$ cat config.mk
export PLATFORM = sky130hd
export DESIGN_NAME = stc0_byte_egress_fifo_flat
export DESIGN_NICKNAME = d
export VERILOG_FILES = /design/src/rtl/stc0_byte_egress_fifo_if.sv /design/src/rtl/stc0_byte_egress_fifo.sv /design/src/flat_wrapper.sv
export SDC_FILE = /design/constraint.sdc
export NUM_CORES = 1
export LEC_CHECK = 0
export CAP_MARGIN = 20
export CORE_MARGIN = 2
export CORE_UTILIZATION = 50
export CTS_CLUSTER_DIAMETER = 120
export DETAILED_ROUTE_END_ITERATION = 7
export MAX_ROUTING_LAYER = met4
export PLACE_DENSITY_LB_ADDON = 0.1
export SKIP_CTS_REPAIR_TIMING = 1
export SYNTH_ARGS = -nofsm -noshare
export SYNTH_HDL_FRONTEND = slang
export SYNTH_SLANG_ARGS = --single-unit
export TNS_END_PERCENT = 5
$ cat constraint.sdc
create_clock -name clk -period 3.4 [get_ports clk]
set_input_delay 1.02 -clock clk [delete_from_list [all_inputs] [get_ports clk]]
set_output_delay 1.02 -clock clk [all_outputs]
set_load 0.03 [all_outputs]
$ cat src/rtl/stc0_byte_egress_fifo_if.sv
// Egress word/byte bus for stc0_byte_egress_fifo: word push side, byte stream side
// with backpressure, and FIFO status.
interface stc0_byte_egress_fifo_if #(
  parameter int WORD_WIDTH      = 32,
  parameter int FIFO_DEPTH_LOG2 = 2
);
  logic [WORD_WIDTH-1:0]    write_data;
  logic                     write_data_valid;
  logic                     msb_first;
  logic                     ready;
  logic [7:0]               data;
  logic                     data_valid;
  logic                     data_ready;
  logic [FIFO_DEPTH_LOG2:0] level;
  logic                     overflow;
  logic                     clear_overflow;

  modport master (
    output write_data, write_data_valid, msb_first, data_ready, clear_overflow,
    input  ready, data, data_valid, level, overflow
  );

  modport slave (
    input  write_data, write_data_valid, msb_first, data_ready, clear_overflow,
    output ready, data, data_valid, level, overflow
  );
endinterface

$ cat src/rtl/stc0_byte_egress_fifo.sv
// Word FIFO feeding a byte serializer onto the egress bus; byte order chosen per word,
// downstream backpressure honoured, dropped writes flagged in a sticky overflow bit.
module stc0_byte_egress_fifo #(
  parameter int WORD_WIDTH      = 32,
  parameter int FIFO_DEPTH      = 4,
  parameter int FIFO_DEPTH_LOG2 = 2
) (
  input logic                    clk,
  input logic                    rst,
  stc0_byte_egress_fifo_if.slave bus
);
  localparam int N_BYTES = WORD_WIDTH / 8;
  localparam int IDX_W   = (N_BYTES > 1) ? $clog2(N_BYTES) : 1;
  localparam int LVL_W   = FIFO_DEPTH_LOG2 + 1;

  localparam logic [LVL_W-1:0]           LEVEL_FULL  = LVL_W'(FIFO_DEPTH);
  localparam logic [LVL_W-1:0]           LEVEL_EMPTY = LVL_W'(0);
  localparam logic [LVL_W-1:0]           LEVEL_ONE   = LVL_W'(1);
  localparam logic [FIFO_DEPTH_LOG2-1:0] PTR_ZERO    = FIFO_DEPTH_LOG2'(0);
  localparam logic [FIFO_DEPTH_LOG2-1:0] PTR_ONE     = FIFO_DEPTH_LOG2'(1);
  localparam logic [IDX_W-1:0]           IDX_ZERO    = IDX_W'(0);
  localparam logic [IDX_W-1:0]           IDX_ONE     = IDX_W'(1);
  localparam logic [IDX_W-1:0]           IDX_LAST    = IDX_W'(N_BYTES - 1);

  localparam logic [0:0] ST_IDLE  = 1'b0;
  localparam logic [0:0] ST_SHIFT = 1'b1;

  // Each entry is {msb_first, word} so the byte order travels with its word.
  logic [WORD_WIDTH:0]          mem_r [FIFO_DEPTH];
  logic [FIFO_DEPTH_LOG2-1:0]   wr_ptr_r;
  logic [FIFO_DEPTH_LOG2-1:0]   rd_ptr_r;
  logic [LVL_W-1:0]             level_r;
  logic [0:0]                   state_r;
  logic [WORD_WIDTH-1:0]        shift_word_r;
  logic                         shift_msb_r;
  logic [IDX_W-1:0]             byte_idx_r;
  logic [7:0]                   data_r;
  logic                         data_valid_r;
  logic                         overflow_r;

  logic                         ready_s;
  logic                         push_s;
  logic                         drop_s;
  logic                         pop_s;
  logic                         last_xfer_s;
  logic [WORD_WIDTH-1:0]        head_word_s;
  logic                         head_msb_s;

  function automatic logic [7:0] pick_byte(input logic [WORD_WIDTH-1:0] word,
                                           input logic                  msb,
                                           input logic [IDX_W-1:0]      idx);
    logic [WORD_WIDTH-1:0] shifted;
    if (msb) begin
      shifted = word >> ((N_BYTES - 1 - int'(idx)) * 8);
    end else begin
      shifted = word >> (int'(idx) * 8);
    end
    return shifted[7:0];
  endfunction

  // Handshake decode; Ready comes from the registered level only, so a full FIFO
  // drops a write even when a pop happens on the same edge.
  always_comb begin
    ready_s     = (level_r != LEVEL_FULL);
    push_s      = bus.write_data_valid & ready_s;
    drop_s      = bus.write_data_valid & ~ready_s;
    last_xfer_s = (state_r == ST_SHIFT) && bus.data_ready && (byte_idx_r == IDX_LAST);
    pop_s       = (level_r != LEVEL_EMPTY) && ((state_r == ST_IDLE) || last_xfer_s);
    {head_msb_s, head_word_s} = mem_r[rd_ptr_r];
  end

  // FIFO storage write port.
  always_ff @(posedge clk) begin
    if (push_s) begin
      mem_r[wr_ptr_r] <= {bus.msb_first, bus.write_data};
    end
  end

  // FIFO pointers and occupancy.
  always_ff @(posedge clk or posedge rst) begin
    if (rst) begin
      wr_ptr_r <= PTR_ZERO;
      rd_ptr_r <= PTR_ZERO;
      level_r  <= LEVEL_EMPTY;
    end else begin
      if (push_s) begin
        wr_ptr_r <= wr_ptr_r + PTR_ONE;
      end
      if (pop_s) begin
        rd_ptr_r <= rd_ptr_r + PTR_ONE;
      end
      case ({push_s, pop_s})
        2'b10:   level_r <= level_r + LEVEL_ONE;
        2'b01:   level_r <= level_r - LEVEL_ONE;
        default: level_r <= level_r;
      endcase
    end
  end

  // Sticky overflow; a drop in the same cycle as a clear keeps the flag set.
  always_ff @(posedge clk or posedge rst) begin
    if (rst) begin
      overflow_r <= 1'b0;
    end else if (drop_s) begin
      overflow_r <= 1'b1;
    end else if (bus.clear_overflow) begin
      overflow_r <= 1'b0;
    end
  end

  // Serializer: loads the head word and walks its bytes, back-to-back across words.
  always_ff @(posedge clk or posedge rst) begin
    if (rst) begin
      state_r      <= ST_IDLE;
      shift_word_r <= {WORD_WIDTH{1'b0}};
      shift_msb_r  <= 1'b0;
      byte_idx_r   <= IDX_ZERO;
      data_r       <= 8'h00;
      data_valid_r <= 1'b0;
    end else begin
      case (state_r)
        ST_IDLE: begin
          if (pop_s) begin
            shift_word_r <= head_word_s;
            shift_msb_r  <= head_msb_s;
            byte_idx_r   <= IDX_ZERO;
            data_r       <= pick_byte(head_word_s, head_msb_s, IDX_ZERO);
            data_valid_r <= 1'b1;
            state_r      <= ST_SHIFT;
          end else begin
            data_valid_r <= 1'b0;
          end
        end
        ST_SHIFT: begin
          if (last_xfer_s && pop_s) begin
            shift_word_r <= head_word_s;
            shift_msb_r  <= head_msb_s;
            byte_idx_r   <= IDX_ZERO;
            data_r       <= pick_byte(head_word_s, head_msb_s, IDX_ZERO);
            data_valid_r <= 1'b1;
          end else if (last_xfer_s) begin
            byte_idx_r   <= IDX_ZERO;
            data_valid_r <= 1'b0;
            state_r      <= ST_IDLE;
          end else if (bus.data_ready) begin
            byte_idx_r   <= byte_idx_r + IDX_ONE;
            data_r       <= pick_byte(shift_word_r, shift_msb_r, byte_idx_r + IDX_ONE);
          end
        end
        default: begin
          state_r      <= ST_IDLE;
          data_valid_r <= 1'b0;
        end
      endcase
    end
  end

  assign bus.ready      = ready_s;
  assign bus.data       = data_r;
  assign bus.data_valid = data_valid_r;
  assign bus.level      = level_r;
  assign bus.overflow   = overflow_r;
endmodule

$ cat src/flat_wrapper.sv
// flat-port wrapper written by rule: the top's interface ports become plain ports
module stc0_byte_egress_fifo_flat 
#(
  parameter int WORD_WIDTH      = 32,
  parameter int FIFO_DEPTH      = 4,
  parameter int FIFO_DEPTH_LOG2 = 2
)
  (clk, rst, bus_write_data, bus_write_data_valid, bus_msb_first, bus_data_ready, bus_clear_overflow, bus_ready, bus_data, bus_data_valid, bus_level, bus_overflow);
  stc0_byte_egress_fifo_if #(.WORD_WIDTH(WORD_WIDTH), .FIFO_DEPTH_LOG2(FIFO_DEPTH_LOG2)) bus_i ();
  input logic clk;
  input logic rst;
  input wire logic [$bits(bus_i.write_data)-1:0] bus_write_data;
  input wire logic [$bits(bus_i.write_data_valid)-1:0] bus_write_data_valid;
  input wire logic [$bits(bus_i.msb_first)-1:0] bus_msb_first;
  input wire logic [$bits(bus_i.data_ready)-1:0] bus_data_ready;
  input wire logic [$bits(bus_i.clear_overflow)-1:0] bus_clear_overflow;
  output wire logic [$bits(bus_i.ready)-1:0] bus_ready;
  output wire logic [$bits(bus_i.data)-1:0] bus_data;
  output wire logic [$bits(bus_i.data_valid)-1:0] bus_data_valid;
  output wire logic [$bits(bus_i.level)-1:0] bus_level;
  output wire logic [$bits(bus_i.overflow)-1:0] bus_overflow;
  assign bus_i.write_data = bus_write_data;
  assign bus_i.write_data_valid = bus_write_data_valid;
  assign bus_i.msb_first = bus_msb_first;
  assign bus_i.data_ready = bus_data_ready;
  assign bus_i.clear_overflow = bus_clear_overflow;
  assign bus_ready = bus_i.ready;
  assign bus_data = bus_i.data;
  assign bus_data_valid = bus_i.data_valid;
  assign bus_level = bus_i.level;
  assign bus_overflow = bus_i.overflow;
  stc0_byte_egress_fifo #(.WORD_WIDTH(WORD_WIDTH), .FIFO_DEPTH(FIFO_DEPTH), .FIFO_DEPTH_LOG2(FIFO_DEPTH_LOG2)) u_core (.clk(clk), .rst(rst), .bus(bus_i));
endmodule
## Word-level counts from Yosys, hierarchy flattened

Memories as Yosys holds them, arrays and structs flattened.
Cells that the tools add are included.

| storage, ports and cells | value |
|---|---|
| memories | 1 |
| word-level logic and storage cells | 74 |
| flip-flop bits (word level) | 53 |
| output and inout port bits | 14 |
| bits in writable memories | 132 |
| input bits | 38 |

Memory list:

| memory | depth | width | read ports | clocked after Yosys merged registers in | wr ports | line | text |
|---|---|---|---|---|---|---|---|
| u_core.mem_r | 4 | 33 | 1 | 0 | 1 | stc0_byte_egress_fifo.sv:29 | `logic [WORD_WIDTH:0] mem_r [FIFO_DEPTH];` |

| operators by class | value |
|---|---|
| reductions and logical operators | 11 |
| equal/unequal tests | 10 |
| $add $sub $neg | 6 |
| shift-type cells | 2 |
| bitwise operators | 4 |
| muxes and demuxes | 30 |

Operators with widths:

| operator | count |
|---|---|
| 2-to-1 mux 32 bit | 2 |
| one-hot mux 32 bit (2 select lines) | 1 |
| 2-to-1 mux 8 bit | 6 |
| >> shifter 32 x 32 -> 8 bit | 1 |
| >> shifter 32 x 5 -> 8 bit | 1 |
| one-hot mux 8 bit (2 select lines) | 1 |
| != test 3 bit (second input constant) | 4 |
| 2-to-1 mux 1 bit | 11 |
| 2-to-1 mux 2 bit | 4 |
| adder 2 x 1 -> 2 bit (second input constant) | 3 |
| one-hot mux 1 bit (2 select lines) | 3 |
| one-hot mux 3 bit (2 select lines) | 1 |
| equality test 2 bit (second input constant) | 2 |
| logical AND 1 bit | 4 |
| != test 4 bit (second input constant) | 1 |
| one-hot mux 2 bit (2 select lines) | 1 |
| AND reduction 2 bit | 2 |
| nonzero test 2 bit | 2 |
| adder 3 x 1 -> 3 bit (second input constant) | 1 |
| AND reduction 3 bit | 1 |
| nonzero test 3 bit | 1 |
| subtractor 2 x 2 -> 3 bit (first input constant) | 1 |
| subtractor 3 x 1 -> 3 bit (second input constant) | 1 |
| AND 1 bit | 2 |
| other kinds (5) | 6 |

## Logic depth before layout (Yosys ltp)

Gate-level depths: netlist of the first run.

| depth | value |
|---|---|
| depth in word-level cells | 8 |
| mapped depth | 10 |
| gate-level depth less buffers | 9 |

## Worst setup path after synthesis of the first run

OpenSTA, ideal clock, no wires.

| path | value |
|---|---|
| path type | in2reg |
| from | input bus_data_ready |
| to | register u_core.level_r[2], in the netlist u_core.bus.level[2] |
| data arrival time | 2.714 ns |
| path slack | 0.605 ns |
| stages | 9 |
| data required time | 3.319 ns |
| setup time | 0.081 ns |
| buffers on the path | 1 |
| cells stage by stage | nand2_1 > a21oi_1 > buf_2 > ha_1 > inv_1 > fa_1 > xor2_1 > nor2_1 > xor2_1 |

| between the ends | value |
|---|---|
| longest elaborated chain between the ends | 6 |
| elaborated cells on any way between the ends | 8 |
| those cells by class | eq/ne: 2; mux: 1; reduce/logical: 5 |

RTL lines:

| element | line | text |
|---|---|---|
| start, declared | flat_wrapper.sv:15 | `input wire logic [$bits(bus_i.data_ready)-1:0] bus_data_ready;` |
| logical AND 1 bit * (2 in series) | stc0_byte_egress_fifo.sv:67 | `last_xfer_s = (state_r == ST_SHIFT) && bus.data_ready && (byte_idx_r == IDX_LAST);` |
| logical OR 1 bit * | stc0_byte_egress_fifo.sv:68 | `pop_s = (level_r != LEVEL_EMPTY) && ((state_r == ST_IDLE) \|\| last_xfer_s);` |
| logical AND 1 bit * | stc0_byte_egress_fifo.sv:68 |  |
| via u_core.pop_s | stc0_byte_egress_fifo.sv:44 | `logic pop_s;` |
| equality test 2 x 1 -> 1 bit / equality test 2 bit (equally long branches) | stc0_byte_egress_fifo.sv:92 | `case ({push_s, pop_s})` |
| one-hot mux 3 bit (2 select lines) / nonzero test 2 bit (equally long branches) | n/a |  |
| end signal, assigned | stc0_byte_egress_fifo.sv:93 | `2'b10: level_r <= level_r + LEVEL_ONE;` |
| end signal, assigned | stc0_byte_egress_fifo.sv:94 | `2'b01: level_r <= level_r - LEVEL_ONE;` |
| end signal, assigned | stc0_byte_egress_fifo.sv:95 | `default: level_r <= level_r;` |
| end, declared | stc0_byte_egress_fifo.sv:32 | `logic [LVL_W-1:0] level_r;` |

Mark *: on every way through the listed nets, which the timed path passes. The rest lies on a longest branch.
A chain may end at the register's enable or synchronous reset.

## Worst setup path in the final report of the first run

| path | value |
|---|---|
| from | register u_core.level_r[0], in the netlist u_core.bus.level[0] |
| to | output bus_ready |

| between the ends | value |
|---|---|
| longest elaborated chain between the ends | 1 |

RTL lines:

| element | line | text |
|---|---|---|
| != test 3 bit | stc0_byte_egress_fifo.sv:64 | `ready_s = (level_r != LEVEL_FULL);` |
| end, declared | flat_wrapper.sv:17 | `output wire logic [$bits(bus_i.ready)-1:0] bus_ready;` |

Every way passes these cells.

==> results of run 1 <==
synthesized netlist by cell type (4+ instances only):
master,count
a221o_1,7
and3_1,4
buf_2,7
dfrtp_1,53
edfxtp_1,132
ha_1,6
inv_1,8
mux2_2,35
mux2_4,7
mux2i_1,17
mux4_1,4
mux4_2,29
nand2_1,10
o22ai_1,8
xor2_1,4
kinds of logic after synthesis:
family                     after synthesis  synth area share
and+or+nand+nor                         24            0.0156
AOI/OAI and AO/OA                       24            0.0245
muxes                                   92             0.195
adders and majority gates                7            0.0130
DFF                                    185             0.723
xor gates and xnor gates                 8            0.0106
buffers and inverters                   24            0.0176
worst max path at each step:
stage	from	endpoint	slack (ps)	cells past startpoint
2_1_floorplan	bus_data_ready	u_core.bus.level[2]	600	9
3_3_place_gp	bus_data_ready	u_core.bus.level[2]	440	9
3_5_place_dp	bus_data_ready	u_core.bus.level[2]	380	9
4_1_cts	u_core.bus.level[0]	bus_ready	560	3
5_1_grt	u_core.bus.level[0]	bus_ready	490	3
6_report	u_core.bus.level[0]	bus_ready	590	3
worst max-delay path, cell delays in order (launching register included):
cell             delay [ps]
dfrtp_1                 430
nor2_1                   90
nand2_1                 160
clkdlybuf4s50_1         700
final cells by class:
cell class                      count  area, um2  share of cell area
Clock buffer                       18        429              0.0497
Multi-Input combinational cell    155       1900               0.220
Inverter                            8       30.0             0.00348
Tap cell                          184        230              0.0267
Sequential cell                   185       5290               0.613
Timing Repair Buffer               61        611              0.0707
Clock inverter                     13        141              0.0164
where the power goes:
part | total, uW | internal [uW] | switching [uW]
logic | 2620 | 1330 | 1290
registers | 3410 | 3090 | 319
clock network | 1920 | 1090 | 830
metrics by stage:
stage          utilization  hold WS, ps  instance area (um2)  setup slack, ps  std cells
2_1_floorplan            -          480                 7310              605        364
3_3_place_gp         0.559          477                 8070              440        593
3_5_place_dp         0.559          486                 8070              382        593
4_1_cts              0.599          500                 8640              564        624
5_1_grt              0.599          517                 8640              495        624
6_report             0.599          494                 8640              588        624
layer usage:
metal,share of wire,wire (um),GRT usage
met2,0.50,6530,0.293
met1,0.46,5990,0.252
met4,0.0052,68,0.0451
met5,0,0,-
met3,0.040,519,0.0475
placed cells by master (no fill, tap or decap), types with 3 or more instances in the layout:
master | Yosys | layout
nand2_1 | 10 | 10
inv_6 | 0 | 5
mux2_2 | 35 | 35
buf_4 | 2 | 8
nor2_1 | 3 | 3
and3_1 | 4 | 4
mux2_4 | 7 | 7
dfrtp_1 | 53 | 52
inv_1 | 8 | 7
clkdlybuf4s50_1 | 0 | 51
ha_1 | 6 | 6
mux4_2 | 29 | 29
xnor2_1 | 3 | 3
a221o_1 | 7 | 7
mux2i_1 | 17 | 17
mux4_1 | 4 | 4
xor2_1 | 4 | 4
clkbuf_16 | 0 | 17
o22ai_1 | 8 | 8
edfxtp_1 | 132 | 132
sequential cells by signal, summed over array words and instances (netlist names):
register	cells
u_core.mem_r	132
u_core.shift_word_r	32
u_core.bus.data	8
u_core.bus.level	3
u_core.byte_idx_r	2
u_core.rd_ptr_r	2
u_core.wr_ptr_r	2
u_core.bus.data_valid	1
u_core.bus.overflow	1
u_core.shift_msb_r	1
u_core.state_r	1
==> summary by stage, run 1 <==
Worst hold path
The kind of path behind the tightest hold check is register to register. The number of stages on the worst hold path is 1. In this run the most critical hold path is launched from u_core.bus.data_valid. The path with the worst hold slack has its endpoint at u_core.bus.data_valid.

Global routing
The via count of the first global-routing pass was between 3000 and 4000. The initial antenna violation count was 0. After global routing the overflow that remains totals 0. Entering global routing, the biggest net connects 44 pins. The all-layer global routing usage is 0.187.

The first global-routing pass estimated 21.1 mm of wire.

Timing
Static timing analysis puts the maximum clock frequency at ~0.36 GHz. The shortest period the worst path allows is 2810 ps. The final critical-path share of the clock period is 0.827. Setup repair after global routing left no endpoint under its margin. The setup clock skew after layout is 14.1 ps. The final number of hold-violating endpoints is 0.

The total setup violations reported at the end of the flow is 0. Measured against its own limit, the worst slew margin works out to 0.504. Summed over all failing endpoints, the final setup total negative slack is 0 ps.

The total count of max-transition violations in the final report was 0. For the pin with the worst max-slew slack, the measured transition is around 740 ps.

Power and ir drop
The total power consumption of the routed design is 7950 uW. The cell leakage power is about 0.0031 uW. The worst ir drop on vdd is around 0.00053 V. The total power density per cell area is 920 nW/um2.

Logic synthesis
Synthesis inferred approximately 190 register bits. For this run, asynchronously set or reset flops after synthesis account for 0.286. The biggest area consumer among synthesized cells is edfxtp_1. The number of instances in the synthesized netlist is 364. The number of distinct library cells after synthesis is 36. The number of nets handed over by synthesis was 409. The number of flops mapped to enable cells by yosys is 132. The dominant synthesized flop cell is edfxtp_1.

By area the synthesized netlist is led by edfxtp_1, dfrtp_1, mux4_2, mux2_2, mux2i_1. The share of synthesized area in the top cell type comes to 0.542. The sequential cell area fraction in the yosys report is 0.723. The post-synthesis area per instance is 20.1 um2. The total standard cell area after synthesis is between 7000 and 8000 um2. The count of yosys warnings during synthesis is 0.

Critical path
The worst setup path is of the register to output port kind. The largest driver fanout on the critical path is 6. The terminus of the critical flop-to-flop path is u_core.bus.data[4]. The worst reg-to-reg setup slack is between 1000 and 1500 ps. The worst register-to-register path has a depth of 4. The nature of the critical path startpoint is a register. The required arrival time at the worst endpoint is 2380 ps.

The startpoint of the most critical register-to-register path is u_core.rd_ptr_r[0]. The worst setup path is captured at an output port. For the worst setup path, the data arrival time is approximately 1800 ps.

Placement
Routability-driven placement finished with a final weighted congestion of 0.733. The count of buffers added on input and output ports is 51. Once detailed placement completed, the half-perimeter wirelength came to 8.01 mm.

Flow run
Across the run, the number of max-cap violations was 0.

Floorplanning
The die extent in x is 125 um. The die height is 125 um. The initial standard-cell utilization of the core is 0.507. The placeable core region is 14400 um2. 52 I/O pins were placed.

The floorplan step defined a die boundary enclosing between 15000 and 20000 um2. The floorplan has 44 rows.

Drt
The detailed router finished its first iteration with 242 violations. The post-detailed-route DRC marker count is 0. The count of vias placed by the detailed router is roughly 3500. Wires add up to 13.1 mm.

The post-detailed-route wirelength per cell is 21.0 um. The per-cell via count in the routed design is ~5.7. The pre-antenna-repair detailed-routing pass consisted of 4 iterations. The count of antenna-violating nets left after detailed routing is 0.

Clock tree
The number of H-tree levels is 4. The clock latency reported for the late side of the worst-skew pair is approximately 430 ps. The root buffer cell chosen for the clock tree is clkbuf_16. TritonCTS built the clock tree. CTS saw 185 sinks.

No sink is reached through more buffers than the 2 on the longest clock path. TritonCTS created 17 clock buffers. After clock tree synthesis, the clock-pin slew on the worst setup and hold paths is 60 ps.

Cells and area
Compared with the post-synthesis result, the final layout area differs by 18.1%. The share of post-route cells with drive strength above 1 is 0.257. For this run, the post-layout net count is 473.

The layout has 1054 filler cells. The repair_antennas step left the layout with diodes totalling 0.

Status
The run finished with clean final reports.
(Power assumes the default switching activity.)
==> run 2, diff against run 1 <==
==> constraint.sdc (replaced) <==
create_clock -name clk -period 2.3 [get_ports clk]
set_input_delay 0.69 -clock clk [delete_from_list [all_inputs] [get_ports clk]]
set_output_delay 0.69 -clock clk [all_outputs]
set_load 0.03 [all_outputs]
==> run 2 against run 1 <==
Die area unchanged. Design area up 1.4%. First-iteration DRC count is 4.1% lower. Clock power up 43%. Sequential power is 47% higher. Cell count rose by 1.6%. Critical path depth decreased by 1. Combinational power is 55% higher.
==> summary by stage, run 2 (synthesized netlist as in run 1, its figures left out) <==
Critical path
The required arrival time at the worst endpoint is 1610 ps (was 2380 ps). The nature of the critical path startpoint is a register (unchanged). The worst path arrival time was 1570 ps (was 1790 ps).

The type of destination of the critical path is an output port (unchanged). The largest driver fanout on the critical path is 5 (was 6). The class of the most critical setup path is register to output port (unchanged).

Cells and area
The share of the core filled with cells is 0.607 (was 0.599). The number of inserted diodes came to 0 (unchanged). The cell area after layout is 8760 um2 (was 8640 um2). Highest-count cells in the layout ignoring fill and taps: edfxtp_1, dfrtp_1, clkdlybuf4s50_1, mux2_2, mux4_2 (unchanged). The final-stage net count came to 482 (was 473). The total area of multi-input combinational cells is 1900 um2 (unchanged).

The commonest non-fill, non-tap cell in the layout is edfxtp_1 (unchanged). The area used by sequential logic in the layout is 5290 um2 (unchanged). The largest register by flop count is u_core.mem_r (unchanged). The number of flip-flops in the largest register is 132 (unchanged). The share of post-route cells with drive strength above 1 is 0.278 (was 0.257). The area overhead of the layout relative to synthesis is 19.8% (was 18.1%). The number of filler instances in the final layout is 1040 (was 1054).

Status
Outcome: completed (unchanged).

Power and ir drop
The power spent charging and discharging nets is 3710 uW (was 2440 uW). The worst ir drop on vdd came to 0.000655 V (was 0.000528 V). The total power density per cell area came to 1350 nW/um2 (was 920 nW/um2). The part of the power in the clock network was 0.232 (was 0.241). The total power consumption of the routed design is 11800 uW (was 7950 uW). The share of total power in combinational logic was 0.344 (was 0.330). The cell leakage power is 0.00320 uW (was 0.00313 uW). The sequential fraction of design power is 0.424 (was 0.429). The switching share of power came to 0.314 (was 0.307). The total internal power is 8100 uW (was 5510 uW).

Global routing
The via count of the first global-routing pass is 3630 (was 3687). The largest net degree at the start of global routing came to 54 (was 44). The first-pass GRT wire length came to 20.7 mm (was 21.1 mm). The all-layer global routing usage is 0.183 (was 0.187). The initial antenna violation count came to 0 (unchanged). The aggregate global routing overflow came to 0 (unchanged).

Drt
The post-detailed-route DRC marker count was 0 (unchanged). The total detailed-routing wirelength was 12.7 mm (was 13.1 mm). The post-detailed-route wirelength per cell is 20.1 um (was 21.0 um). The per-cell via count in the routed design is 5.49 (was 5.67). The number of iterations in the first detailed-routing pass is 5 (was 4). The count of antenna-violating nets left after detailed routing is 0 (unchanged). The violation count after the first detailed-route iteration is 232 (was 242).

The count of vias placed by the detailed router was 3478 (was 3541).

Timing
Timing would allow up to 0.442 GHz. The setup clock skew after layout is 7.91 ps (was 14.1 ps). The routed design could run at a clock period as short as between 2000 and 2500 ps.

The final number of hold-violating endpoints is 0 (unchanged). The final critical-path share of the clock period is 0.983. The total count of max-transition violations in the final report is 0 (unchanged).

Unrepaired setup endpoints after global routing: false (unchanged). The total setup violations reported at the end of the flow is 0 (unchanged). The headroom to the max-slew limit came to 0.641 (was 0.504). The post-route setup TNS is 0 ps (unchanged). The slew at the pin with the worst max-slew slack is 539 ps (was 739 ps).

Clock tree
The number of H-tree levels is 4 (unchanged). The number of clock sinks is 185 (unchanged). The number of buffers created by CTS came to 17 (unchanged).

The CTS tree is built (unchanged). The master cell of the clock root buffer is clkbuf_16 (unchanged). The maximum clock path buffer count was 2 (unchanged). The clock slew seen by the registers of the worst setup and hold paths is 70 ps (was 60 ps). The clock latency reported for the late side of the worst-skew pair came to 430 ps (about the same).

Floorplanning
The initial standard-cell utilization of the core was 0.507 (unchanged). The die extent in x is 125 um (unchanged). The site row count was 44 (unchanged). The total die area was 15600 um2 (unchanged). The placeable core region came to 14400 um2 (unchanged). The number of placed I/O pins is 52 (unchanged).

The die height is 125 um (unchanged).

Placement
The total half-perimeter wirelength after legalization and detailed placement came to 7.88 mm (was 8.01 mm). The port buffer count is 51 (unchanged). The total cell area at the placement stage is 8200 um2 (was 8070 um2). The placer's final routability congestion estimate is 0.726 (was 0.733).

Worst hold path
The kind of path behind the tightest hold check is register to register (unchanged).

Flow run
The max-cap violation count is 0 (unchanged).
[run 2: worst paths after layout]
kind | startpoint | to | slack (ps) | depth (start not counted)
worst max-delay path | u_core.bus.level[2] | bus_level[2] | 40 | 2
worst min-delay path | u_core.bus.data_valid | u_core.bus.data_valid | 490 | 1
worst max register to register | u_core.rd_ptr_r[0] | u_core.bus.data[5] | 150 | 4
worst min register to register | u_core.bus.data_valid | u_core.bus.data_valid | 490 | 1
max in group asynchronous | rst | u_core.rd_ptr_r[0] | 1390 | 3
min in group asynchronous | rst | u_core.byte_idx_r[1] | 630 | 3
[run 2: critical path, cell delays in order (launching register included)]
cell and delay (ps):
dfrtp_1 340, buf_4 140, clkdlybuf4s50_1 660
[run 2: layer usage]
| metal | track usage | wire length (um) |
|---|---|---|
| met5 | - | 0 |
| met2 | 0.271 | 6170 |
| met4 | 0.0686 | 286 |
| met3 | 0.0466 | 429 |
| met1 | 0.250 | 5850 |
[run 2: layout make-up]
cell class / instances / area share
flip-flops and latches: 185 / 0.604
multi-input cells: 155 / 0.217
repair buffers: 70 / 0.0851
clock buffers: 17 / 0.0486
well taps: 184 / 0.0263
clock inverters: 15 / 0.0151
inverters: 8 / 0.00343
[run 2: power by group through the flow]
stage                     Sequential, uW  Combinational, uW  Clock (uW)
after global placement              5040               4080           0
after floorplan                     5110               2780           0
final                               5000               4060        2740
after detailed placement            5080               4120           0
after global routing                5100               4380        2960
after CTS                           5010               4130        2800
[run 2: through the flow]
step / setup WS, ps / hold slack [ps] / instances
finish: 39.8 / 494 / 634
floorplan: 10.3 / 480 / 364
global route: 1.63 / 511 / 634
CTS: -233 / 502 / 634
detailed placement: -235 / 488 / 602
global placement: -208 / 472 / 602
